<file path="src/rtl/mpsoc_pkg.sv">
// rtl/mpsoc_pkg.sv - shared AHB3-Lite encodings and small helpers
// Contents: HTRANS/HBURST/HSIZE/HRESP encodings, fixed HPROT value,
//           addr_aligned() check of a start address against an HSIZE.
package mpsoc_pkg;

  localparam logic [1:0] HTRANS_IDLE   = 2'b00;
  localparam logic [1:0] HTRANS_BUSY   = 2'b01;
  localparam logic [1:0] HTRANS_NONSEQ = 2'b10;
  localparam logic [1:0] HTRANS_SEQ    = 2'b11;

  localparam logic [2:0] HBURST_SINGLE = 3'b000;
  localparam logic [2:0] HBURST_INCR   = 3'b001;

  localparam logic [2:0] HSIZE_BYTE    = 3'b000;
  localparam logic [2:0] HSIZE_HWORD   = 3'b001;
  localparam logic [2:0] HSIZE_WORD    = 3'b010;
  localparam logic [2:0] HSIZE_DWORD   = 3'b011;

  localparam logic       HRESP_OKAY    = 1'b0;
  localparam logic       HRESP_ERROR   = 1'b1;

  // Data access, privileged, non-bufferable, non-cacheable.
  localparam logic [3:0] HPROT_DEFAULT = 4'b0011;

  // Largest HSIZE is 1024 bits = 128 bytes, so 7 low address bits suffice.
  function automatic logic addr_aligned(input logic [6:0] addr_lsb, input logic [2:0] size);
    logic [6:0] mask;
    mask = 7'((8'd1 << size) - 8'd1);
    return (addr_lsb & mask) == 7'd0;
  endfunction

endpackage

</file>
<file path="src/rtl/mpsoc_ahb3_addr_gen.sv">
// rtl/mpsoc_ahb3_addr_gen.sv - next beat address and 1 KB boundary detect
// Ports: addr (current beat address), size (HSIZE) ->
//        next_addr (addr + 2**size), new_kb (next_addr starts a 1 KB page).
module mpsoc_ahb3_addr_gen #(
  parameter int HADDR_SIZE = 64
) (
  input  logic [HADDR_SIZE-1:0] addr,
  input  logic [2:0]            size,
  output logic [HADDR_SIZE-1:0] next_addr,
  output logic                  new_kb
);

  assign next_addr = addr + (HADDR_SIZE'(1) << size);
  assign new_kb    = (next_addr[9:0] == 10'd0);

endmodule

</file>
<file path="src/rtl/mpsoc_ahb3_master.sv">
// rtl/mpsoc_ahb3_master.sv - AHB3-Lite master: SINGLE/INCR bursts of up to 16 beats
// Ports: HCLK, HRESETn (async, active-low);
//        request side: req_i, we_i, addr_i, size_i, len_i, wdata_i / wrdy_o,
//        rdata_o, rvalid_o, busy_o, done_o, err_o;
//        AHB side: HADDR, HWDATA, HWRITE, HSIZE, HBURST, HPROT, HTRANS,
//        HMASTLOCK out; HRDATA, HREADY, HRESP in.
module mpsoc_ahb3_master
  import mpsoc_pkg::*;
#(
  parameter int HADDR_SIZE = 64,
  parameter int HDATA_SIZE = 32
) (
  input  logic                  HCLK,
  input  logic                  HRESETn,
  input  logic                  req_i,
  input  logic                  we_i,
  input  logic [HADDR_SIZE-1:0] addr_i,
  input  logic [2:0]            size_i,
  input  logic [3:0]            len_i,
  input  logic [HDATA_SIZE-1:0] wdata_i,
  output logic                  wrdy_o,
  output logic [HDATA_SIZE-1:0] rdata_o,
  output logic                  rvalid_o,
  output logic                  busy_o,
  output logic                  done_o,
  output logic                  err_o,
  output logic [HADDR_SIZE-1:0] HADDR,
  output logic [HDATA_SIZE-1:0] HWDATA,
  output logic                  HWRITE,
  output logic [2:0]            HSIZE,
  output logic [2:0]            HBURST,
  output logic [3:0]            HPROT,
  output logic [1:0]            HTRANS,
  output logic                  HMASTLOCK,
  input  logic [HDATA_SIZE-1:0] HRDATA,
  input  logic                  HREADY,
  input  logic                  HRESP
);

  typedef enum logic [1:0] {ST_IDLE, ST_ADDR, ST_DATA, ST_ERR} state_t;

  localparam logic [2:0] MAX_SIZE = 3'($clog2(HDATA_SIZE / 8));

  state_t                state_q, state_d;
  logic [3:0]            beats_q;   // address phases still to issue after the current one
  logic                  dphase_q;  // in ADDR: a previous beat's data phase is outstanding
  logic [HADDR_SIZE-1:0] next_addr;
  logic                  new_kb;
  logic                  req_ok, pending, accept, data_ok, err_first;

  assign HPROT     = HPROT_DEFAULT;
  assign HMASTLOCK = 1'b0;
  assign busy_o    = (state_q != ST_IDLE);

  assign req_ok    = (size_i <= MAX_SIZE) && addr_aligned(addr_i[6:0], size_i);
  assign pending   = ((state_q == ST_ADDR) && dphase_q) || (state_q == ST_DATA);
  assign accept    = (state_q == ST_ADDR) && HREADY;
  assign data_ok   = pending && HREADY && (HRESP == HRESP_OKAY);
  // First cycle of the two-cycle error response: the beat on the address
  // bus is still unaccepted, so it can be cancelled by dropping HTRANS.
  assign err_first = pending && !HREADY && (HRESP == HRESP_ERROR);
  assign wrdy_o    = accept && HWRITE;

  mpsoc_ahb3_addr_gen #(.HADDR_SIZE(HADDR_SIZE)) u_addr_gen (
    .addr      (HADDR),
    .size      (HSIZE),
    .next_addr (next_addr),
    .new_kb    (new_kb)
  );

  always_ff @(posedge HCLK or negedge HRESETn) begin
    if (!HRESETn) state_q <= ST_IDLE;
    else          state_q <= state_d;
  end

  always_comb begin
    state_d = state_q;
    case (state_q)
      ST_IDLE: if (req_i && req_ok) state_d = ST_ADDR;
      ST_ADDR: begin
        if (err_first)                     state_d = ST_ERR;
        else if (accept && beats_q == 4'd0) state_d = ST_DATA;
      end
      ST_DATA: begin
        if (err_first)   state_d = ST_ERR;
        else if (HREADY) state_d = ST_IDLE;
      end
      ST_ERR:  if (HREADY) state_d = ST_IDLE;
      default: state_d = ST_IDLE;
    endcase
  end

  always_ff @(posedge HCLK or negedge HRESETn) begin
    if (!HRESETn) begin
      HADDR    <= '0;
      HWDATA   <= '0;
      HWRITE   <= 1'b0;
      HSIZE    <= HSIZE_BYTE;
      HBURST   <= HBURST_SINGLE;
      HTRANS   <= HTRANS_IDLE;
      beats_q  <= 4'd0;
      dphase_q <= 1'b0;
      rdata_o  <= '0;
      rvalid_o <= 1'b0;
      done_o   <= 1'b0;
      err_o    <= 1'b0;
    end else begin
      done_o   <= 1'b0;
      err_o    <= 1'b0;
      rvalid_o <= data_ok && !HWRITE;
      if (data_ok && !HWRITE) rdata_o <= HRDATA;
      case (state_q)
        ST_IDLE: begin
          if (req_i) begin
            if (req_ok) begin
              HADDR    <= addr_i;
              HWRITE   <= we_i;
              HSIZE    <= size_i;
              HBURST   <= (len_i == 4'd0) ? HBURST_SINGLE : HBURST_INCR;
              HTRANS   <= HTRANS_NONSEQ;
              beats_q  <= len_i;
              dphase_q <= 1'b0;
            end else begin
              done_o <= 1'b1;
              err_o  <= 1'b1;
            end
          end
        end
        ST_ADDR: begin
          if (err_first) begin
            HTRANS <= HTRANS_IDLE;
          end else if (HREADY) begin
            dphase_q <= 1'b1;
            if (HWRITE) HWDATA <= wdata_i;
            if (beats_q == 4'd0) begin
              HTRANS <= HTRANS_IDLE;
            end else begin
              HADDR   <= next_addr;
              HTRANS  <= new_kb ? HTRANS_NONSEQ : HTRANS_SEQ;
              beats_q <= beats_q - 4'd1;
            end
          end
        end
        ST_DATA: if (!err_first && HREADY) done_o <= 1'b1;
        ST_ERR: begin
          if (HREADY) begin
            done_o <= 1'b1;
            err_o  <= 1'b1;
          end
        end
        default: ;
      endcase
    end
  end

endmodule
</file>
<file path="config.mk">
export PLATFORM = sky130hd
export DESIGN_NAME = mpsoc_ahb3_master
export DESIGN_NICKNAME = d
export VERILOG_FILES = /design/src/rtl/mpsoc_pkg.sv /design/src/rtl/mpsoc_ahb3_addr_gen.sv /design/src/rtl/mpsoc_ahb3_master.sv
export SDC_FILE = /design/constraint.sdc
export NUM_CORES = 1
export LEC_CHECK = 0
export ABC_AREA = 1
export CAP_MARGIN = 40
export CORE_MARGIN = 8
export CORE_UTILIZATION = 45
export CTS_BUF_LIST = sky130_fd_sc_hd__clkbuf_4
export DETAILED_ROUTE_END_ITERATION = 8
export PLACE_DENSITY = 0.77
export SYNTH_ARGS = -nofsm -noshare
export SYNTH_HDL_FRONTEND = slang
export SYNTH_SLANG_ARGS = --single-unit
export TNS_END_PERCENT = 100
</file>
<file path="constraint.sdc">
create_clock -name HCLK -period 3.6 [get_ports HCLK]
set_input_delay 0.9 -clock HCLK [delete_from_list [all_inputs] [get_ports HCLK]]
set_output_delay 0.9 -clock HCLK [all_outputs]
set_load 0.05 [all_outputs]
</file>
# Yosys cells after proc, flatten, opt, wreduce, memory -nomap -nowiden
# Index checks and enable logic that the tools add are counted.
# classes
addsub	3
magnitude_cmp	1
eq_ne	11
shift	2
mux	37
bitwise_logic	3
n_reduce_logical	29
# op_table
operator	count
2-to-1 mux 64 bit	5
one-hot mux 64 bit (2 select lines)	1
adder 64 bit	1
left shift 1 x 3 -> 64 bit, first input constant	1
2-to-1 mux 2 bit	10
2-to-1 mux 4 bit	5
logical AND 1 bit	12
inequality test 2 bit, second input constant	6
zero test 10 bit	1
2-to-1 mux 1 bit	10
zero test 4 bit	2
one-hot mux 2 bit (4 select lines)	1
one-hot mux 4 bit (2 select lines)	1
AND reduction 4 bit	2
bitwise AND 7 bit	1
zero test 7 bit	1
left shift 1 x 3 -> 7 bit, first input constant	1
subtractor 7 x 1 -> 7 bit, second input constant	1
AND reduction 6 bit	1
AND reduction 5 bit	1
== test 2 bit, second input constant	2
one-hot mux 1 bit (2 select lines)	2
one-hot mux 2 bit (2 select lines)	1
nonzero test 2 bit	2
12 further kinds	15
# word_totals
reg_bits	147
in_bits	141
out_inout_bits	147
elab_cells	99

# Longest topological paths before layout
# Gate-level depths: netlist of run 1.
# depth
depth_word	9
ltp_mapped	16
ltp_nobuf	16

# Modules after synthesis
# A second synthesis of run 1 with hierarchy kept.
# hier_totals
cells_unflattened	1521
hier_area_um2	9691.8
# modules_own_cells
module	n_inst	cells_each	area_each_um2	seq_area_each_um2
mpsoc_ahb3_master	1	903	6819.0	3628.5
mpsoc_ahb3_addr_gen	1	618	2872.8	0.0

# Worst setup path before layout of run 1
# Ideal clock, no wire load.
# synth_path
path_type	reg2reg
from	register HSIZE[1]
to	register HADDR[14]
t_arrival_ns	2.313
t_required_ns	3.479
path_slack_ns	1.166
stages_incl_launch_ff	13
n_path_buf	0
synth_period_minus_slack_ns	2.434
cell_sequence	dfrtp_1 -> nor3_1 -> ha_1 -> fa_1 -> nand2_1 -> nand3_1 -> nand3_1 -> nand2_1 -> nand2_1 -> nand2_2 -> xor2_1 -> o21ai_1 -> nand2_1
# synth_via
elab_chain_len	6
# synth_rtl
element	line	source
start, declared	mpsoc_ahb3_master.sv:30	output logic [2:0] HSIZE,
start signal, assigned	mpsoc_ahb3_master.sv:118	HSIZE <= size_i;
left shift 1 x 3 -> 64 bit	mpsoc_ahb3_addr_gen.sv:13	assign next_addr = addr + (HADDR_SIZE'(1) << size);
adder 64 bit	mpsoc_ahb3_addr_gen.sv:13	
2-to-1 mux 64 bit	mpsoc_ahb3_master.sv:135	if (beats_q == 4'd0) begin
2-to-1 mux 64 bit	mpsoc_ahb3_master.sv:132	end else if (HREADY) begin
2-to-1 mux 64 bit	mpsoc_ahb3_master.sv:130	if (err_first) begin
one-hot mux 64 bit (2 select lines)	mpsoc_ahb3_master.sv:112	case (state_q)
end signal, assigned	mpsoc_ahb3_master.sv:116	HADDR <= addr_i;
end signal, assigned	mpsoc_ahb3_master.sv:138	HADDR <= next_addr;
end, declared	mpsoc_ahb3_master.sv:27	output logic [HADDR_SIZE-1:0] HADDR,
# Every way passes these cells. The select of a mux whose other input is x is not followed.
# A chain may end at the register's enable or synchronous reset.

# Worst setup path in the final report of run 1
# layout_path
from	register state_q[0]
to	output port busy_o
# layout_via
elab_chain_len	1
# layout_rtl
element	line	source
start, declared	mpsoc_ahb3_master.sv:44	state_t state_q, state_d;
start signal, assigned	mpsoc_ahb3_master.sv:73	else state_q <= state_d;
nonzero test 2 bit	mpsoc_ahb3_master.sv:53	assign busy_o = (state_q != ST_IDLE);
end, declared	mpsoc_ahb3_master.sv:24	output logic busy_o,
# Every way passes these cells.

==> flow_summary_export.csv, run 1 <==
group,metric,value,unit
outcome,outcome,"finished, final reports clean",
floorplan,coreArea,0.0204,mm²
sta,slew_violations,0,
clocking,htree_levels,4,
drt,first_pass_iters,6,
sta,setup_tns,0,ns
floorplan,placementRows,52,
sta,min_period,3.31,ns
placed_design,place_area,0.0124,mm²
clocking,root_buffer,"clkbuf_4",
global_routing,grt_pass1_vias,10300,
floorplan,initial_core_util,46.0,%
drt,drtIter0Drc,822,
run,maxCapViolations,0,
layout,final_cells,1991,
global_routing,grt_max_degree,81,
power,p_leak,6.09,nW
clocking,cts_buffers,17,
sta,worst_pin_slew,0.825,ns
power,p_per_area,964,mW/mm²
layout,fin_util,62.4,%
logic_synthesis,yosysTopAreaCell,"dfrtp_1",
clocking,clk_pin_slew,0.16,ns
setup_path,worst_ep_arrival_time,2.41,ns
logic_synthesis,synthCells,1442,
layout,register_area,0.00363,mm²
setup_path,required,2.70,ns
setup_path,path_max_fanout,5,
sta,timing_hold_violations_final,0,
sta,setup_viol,0,
power,peakVddDrop,590,µV
drt,ant_nets,0,
layout,filler_cell_count,1882,
global_routing,gr-usage-all-layers,26.3,%
clocking,post_cts_buffers,0,
layout,area_growth,35.6,%
sta,clock_skew,0.0296,ns
placed_design,io_buffers,280,
clocking,cts_sinks,145,
clocking,cts_tree,"done",
logic_synthesis,yosysSeqAreaShare,38.7,%
placed_design,pre_cts_slack,0.601,ns
sta,rsz0062_at_grt,"no",
placed_design,place_hpwl,26400,µm
layout,nNetsFinal,1862,
clocking,insertion_delay,0.61,ns
setup_path,cp-start-kind,"flip-flop",
floorplan,ioPinCount,288,
logic_synthesis,yosys_warnings,0,
layout,drive_above_1_share,5.76,%
sta,clock.fmax,302,MHz
min_path,min_path_type,"in2async",
floorplan,die_y,160,µm
logic_synthesis,syn_area,0.00937,mm²
sta,worst_slack,0.292,ns
drt,post-route-drc-count,0,
setup_path,worstSetupEndpointType,"output pin",
global_routing,antenna_found_initial,2,
layout,fin_area,0.0127,mm²
logic_synthesis,syn_avg_cell_area,6.50,µm²
clocking,ctsHoldBuffers,0,
layout,multiInputGateArea,0.00504,mm²
logic_synthesis,synth.area.top_cells,"dfrtp_1, nand2_1, nor2_1, nand3_1, inv_1",
global_routing,grt_pass1_wl,54200,µm
setup_path,critical_path_class,"reg2out",
placed_design,dp.cells,1958,
drt,vias,10200,
clocking,post_cts_resized,0,
floorplan,die_x,160,µm
floorplan,die_area,0.0257,mm²
sta,fin_crit_sh,91.9,%
power,power.total,12.2,mW
sta,hold_ws,0.248,ns
drt,post_drt_via_cell_ratio,5.14,
drt,wire_per_inst,16.9,µm
drt,drt_wl_total,33700,µm
logic_synthesis,ys_types,43,
logic_synthesis,ys_ff_latch,145,
placed_design,gp_congestion,0.999,
clocking,cts_buffer_depth,2,
global_routing,gr-total-overflow,0,
logic_synthesis,synth_top_area_share,38.7,%
sta,slew_headroom,45.0,%
==> area by class of cell <==
type / instances / share of cell area (%)
Multi-Input combinational cell: 1127 / 39.6
Sequential cell: 145 / 28.6
Timing Repair Buffer: 291 / 23.0
Inverter: 125 / 3.69
Tap cell: 270 / 2.66
Clock inverter: 15 / 1.43
Clock buffer: 17 / 1.00
Antenna cell: 1 / 0.0197
==> registers in the layout, indices dropped and copies added, names as in the netlist <==
name	flops
HADDR	64
HBURST	1
HSIZE	3
HTRANS	2
HWDATA	32
HWRITE	1
beats_q	4
done_o	1
dphase_q	1
err_o	1
rdata_o	32
rvalid_o	1
state_q	2
==> worst paths after layout <==
path,start,slack (ns),cells after the start,to
min,HRESETn,0.25,1,HADDR[31]
max,state_q[0],0.29,4,busy_o
min in group HCLK,rdata_o[16],0.49,2,rdata_o[16]
min reg2reg,rdata_o[16],0.49,2,rdata_o[16]
max reg2reg,HSIZE[1],0.81,11,HTRANS[0]
max in group asynchronous,HRESETn,2.59,2,HADDR[24]
==> placed cells by master (no fill, tap or decap), drive strengths merged, types with 14 or more instances in the layout <==
cell,n
a21oi,16
nand3b,14
clkdlybuf4s50,278
nor3,19
nand3,108
nand4,32
nor2,212
o21ai,43
nand2,630
clkbuf,17
dfrtp,145
inv,132
==> logic make-up after synthesis <==
group,share of synthesized area (%)
flops,38.7
other cells,0.0801
fa+ha+maj,1.95
simple gates,45.8
buf+inv,7.85
compound gates,4.58
xor+xnor,1.03
==> routing by layer <==
metal | track usage, % | wire, µm | up-vias
li1 | - | - | 5027
met1 | 30.7 | 13200 | 4726
met2 | 44.2 | 16300 | 418
met3 | 8.54 | 3110 | 70
met4 | 10.1 | 1070 | 2
met5 | 0 | 13 | -
==> power breakdown <==
group / leakage (nW) / internal [mW] / switching, mW
Sequential: 1.81 / 2.41 / 0.956
Clock: 0.165 / 0.334 / 0.789
Combinational: 4.11 / 2.49 / 5.27
Total: 6.09 / 5.23 / 7.02
==> critical path, cell delays in order (launching register included) <==
cell and delay [ns]:
dfrtp_1 0.50, inv_1 0.10, ha_1 0.28, inv_1 0.10
clkdlybuf4s50_1 0.84
==> synth_stat cells, drive strengths merged <==
cell type,count
nor3,19
o21ai,43
inv,124
nand4,32
clkbuf,17
nand3,108
buf,33
o211ai,8
a21oi,16
fa,1
ha,13
dfrtp,145
o22ai,2
and2,1
clkinv,1
a21o,2
nor4,1
xor2,8
nand3b,14
nand2,630
nor2,212
or2,3
a32oi,1
a21boi,2
xnor2,3
o21a,1
conb,2
Note: power is estimated with default switching activity, not from simulation.
==> run 2, diff against run 1 <==
--- a/config.mk
+++ b/config.mk
@@ -7,11 +7,13 @@
 export LEC_CHECK = 0
 export ABC_AREA = 1
 export CAP_MARGIN = 40
+export CELL_PAD_IN_SITES_DETAIL_PLACEMENT = 0
+export CELL_PAD_IN_SITES_GLOBAL_PLACEMENT = 1
 export CORE_MARGIN = 8
-export CORE_UTILIZATION = 45
+export CORE_UTILIZATION = 36
 export CTS_BUF_LIST = sky130_fd_sc_hd__clkbuf_4
 export DETAILED_ROUTE_END_ITERATION = 8
-export PLACE_DENSITY = 0.77
+export PLACE_DENSITY_LB_ADDON = 0.1
 export SYNTH_ARGS = -nofsm -noshare
 export SYNTH_HDL_FRONTEND = slang
 export SYNTH_SLANG_ARGS = --single-unit
==> run 2 against run 1 <==
Effect of this change:
- register-to-register slack worse by 0.05 ns
- fmax is 1.1% higher
- cell area rose by 0.56%
- sequential cell count is the same
- global-route usage down 4.7 points
- cell count grew 3.4%
- wire length rose by 1.8%
- non-clock buffer count grew 1
- power is 0.33% lower
- clock power barely moved
==> flow_summary_export.csv, run 2 (same netlist as run 1, synthesis figures left out) <==
group,metric,value,unit
outcome,outcome,"finished, final reports clean",
power,intPower,5.23,mW
floorplan,placementRows,59,
floorplan,ioPinCount,288,
layout,area_growth,36.4,%
layout,final_cell_mix,"nand2_1, clkdlybuf4s50_1, nor2_1",
placed_design,dp.cells,2024,
clocking,insertion_delay,0.59,ns
floorplan,die_x,177,µm
min_path,min_path_type,"in2async",
setup_path,crit_buf_inv,3,
floorplan,initial_core_util,36.3,%
layout,drive_above_1_share,5.75,%
layout,final_cells,2058,
layout,multiInputGateArea,0.00504,mm²
drt,drtIter0Drc,714,
clocking,cts_tree,"done",
sta,clock.fmax,306,MHz
power,peakVddDrop,542,µV
setup_path,critPathTopFamily,"buffers and inverters",
global_routing,gr-usage-all-layers,21.6,%
clocking,post_cts_buffers,0,
global_routing,grt_pass1_vias,9492,
global_routing,antenna_found_initial,1,
power,p_leak,6.08,nW
clocking,htree_levels,4,
placed_design,gp_congestion,0.918,
clocking,clk_pin_slew,0.16,ns
setup_path,crit_chain,"inv_1 -> ha_1 -> inv_1 -> clkdlybuf4s50_1",
clocking,root_buffer,"clkbuf_4",
sta,clock_skew,0.0261,ns
clocking,cts_buffer_depth,2,
power,clkPwrFrac,9.0,%
sta,timing_hold_violations_final,0,
drt,drt_wl_total,34300,µm
layout,fin_area,0.0128,mm²
clocking,post_cts_resized,0,
clocking,cts_sinks,145,
drt,vias,9888,
drt,ant_nets,0,
sta,worst_pin_slew,0.683,ns
layout,top_register,"HADDR",
drt,wire_per_inst,16.7,µm
setup_path,slowest_stage,"clkdlybuf4s50_1",
sta,slew_violations,0,
power,power_frac_comb,63.5,%
setup_path,path_max_fanout,5,
sta,fin_crit_sh,90.9,%
floorplan,die_area,0.0314,mm²
power,swShare,57.2,%
sta,min_period,3.27,ns
placed_design,io_buffers,280,
run,maxCapViolations,0,
placed_design,place_area,0.0125,mm²
drt,first_pass_iters,5,
setup_path,r2r_cells,14,
power,seqPwrFrac,27.4,%
setup_path,worst_ep_arrival_time,2.37,ns
layout,largest_reg_flops,64,
power,p_switching,6.98,mW
setup_path,worstSetupEndpointType,"output pin",
global_routing,gr-total-overflow,0,
sta,hold_ws,0.254,ns
power,power.total,12.2,mW
setup_path,critical_path_class,"reg2out",
layout,nNetsFinal,1863,
layout,reg_top3,"HADDR x64, HWDATA x32, rdata_o x32",
setup_path,required,2.70,ns
global_routing,grt_pass1_wl,53400,µm
sta,rsz0062_at_grt,"no",
power,p_per_area,955,mW/mm²
setup_path,max_stage_delay,0.82,ns
layout,filler_cell_count,2696,
layout,register_area,0.00363,mm²
floorplan,die_y,177,µm
sta,slew_headroom,54.4,%
floorplan,coreArea,0.0258,mm²
sta,setup_tns,0,ns
global_routing,grt_max_degree,91,
drt,post_drt_via_cell_ratio,4.80,
clocking,ctsHoldBuffers,0,
setup_path,cp.depth,4,
setup_path,cp-start-kind,"flip-flop",
clocking,cts_buffers,17,
layout,layout_commonest_cell,"nand2_1",
sta,setup_viol,0,
drt,post-route-drc-count,0,
setup_path,crit_top_cell,"inv_1",
placed_design,place_hpwl,26400,µm
==> run 2: cell types whose count changed in the layout (fill, tap and decap cells not counted) <==
| cell | before | now |
|---|---|---|
| buf_4 | 9 | 10 |
| clkinv_1 | 1 | 2 |
| clkinv_4 | 3 | 0 |
| clkinv_8 | 4 | 3 |
| diode_2 | 1 | 2 |
| inv_12 | 1 | 0 |
| inv_6 | 2 | 6 |
==> run 2: layout make-up <==
type / count / area share (%)
diodes: 2 / 0.0392
inverters: 125 / 3.67
clock buffers: 17 / 0.999
flip-flops and latches: 145 / 28.4
multi-input cells: 1127 / 39.4
clock inverters: 15 / 1.26
repair buffers: 292 / 22.9
well taps: 335 / 3.28
==> run 2: worst register-to-register path, delay by kind of cell, from the launching register on <==
| family | cells | cell delay [ns] |
|---|---|---|
| buf+inv | 1 | 0.12 |
| fa+ha+maj | 1 | 0.27 |
| simple gates | 12 | 1.90 |
| flops | 1 | 0.46 |
==> run 2: worst paths after layout <==
check | startpoint | end | slack [ns]
min in group HCLK | rdata_o[26] | rdata_o[26] | 0.49
max | state_q[0] | busy_o | 0.33
min reg2reg | rdata_o[26] | rdata_o[26] | 0.49
max reg2reg | HSIZE[0] | HADDR[59] | 0.76
max in group asynchronous | HRESETn | HADDR[61] | 2.54
min | HRESETn | HADDR[31] | 0.25
==> run 2: power groups by stage <==
| stage | logic [mW] | clock network (mW) | registers (mW) |
|---|---|---|---|
| after floorplan | 2.85 | 0 | 5.62 |
| after global placement | 7.75 | 0 | 3.35 |
| after detailed placement | 7.81 | 0 | 3.37 |
| after CTS | 7.83 | 1.15 | 3.34 |
| after global routing | 8.40 | 1.21 | 3.47 |
| final | 7.76 | 1.10 | 3.35 |
==> run 2: per-stage QoR <==
stage,utilization [%],setup slack (ns)
finish,49.5,0.329
floorplan,-,1.17
CTS,49.4,0.267
global placement,48.3,0.715
global route,49.5,0.153
detailed placement,48.3,0.702
==> run 2: metal layers <==
layer | share of wire [%] | GRT usage (%) | vias to the layer above | routed length [µm]
li1 | - | - | 5044 | -
met1 | 44 | 28.7 | 4497 | 15200
met2 | 46 | 34.4 | 323 | 15800
met3 | 7.8 | 5.68 | 24 | 2670
met4 | 1.8 | 5.49 | 0 | 614
met5 | 0 | 0 | - | 0
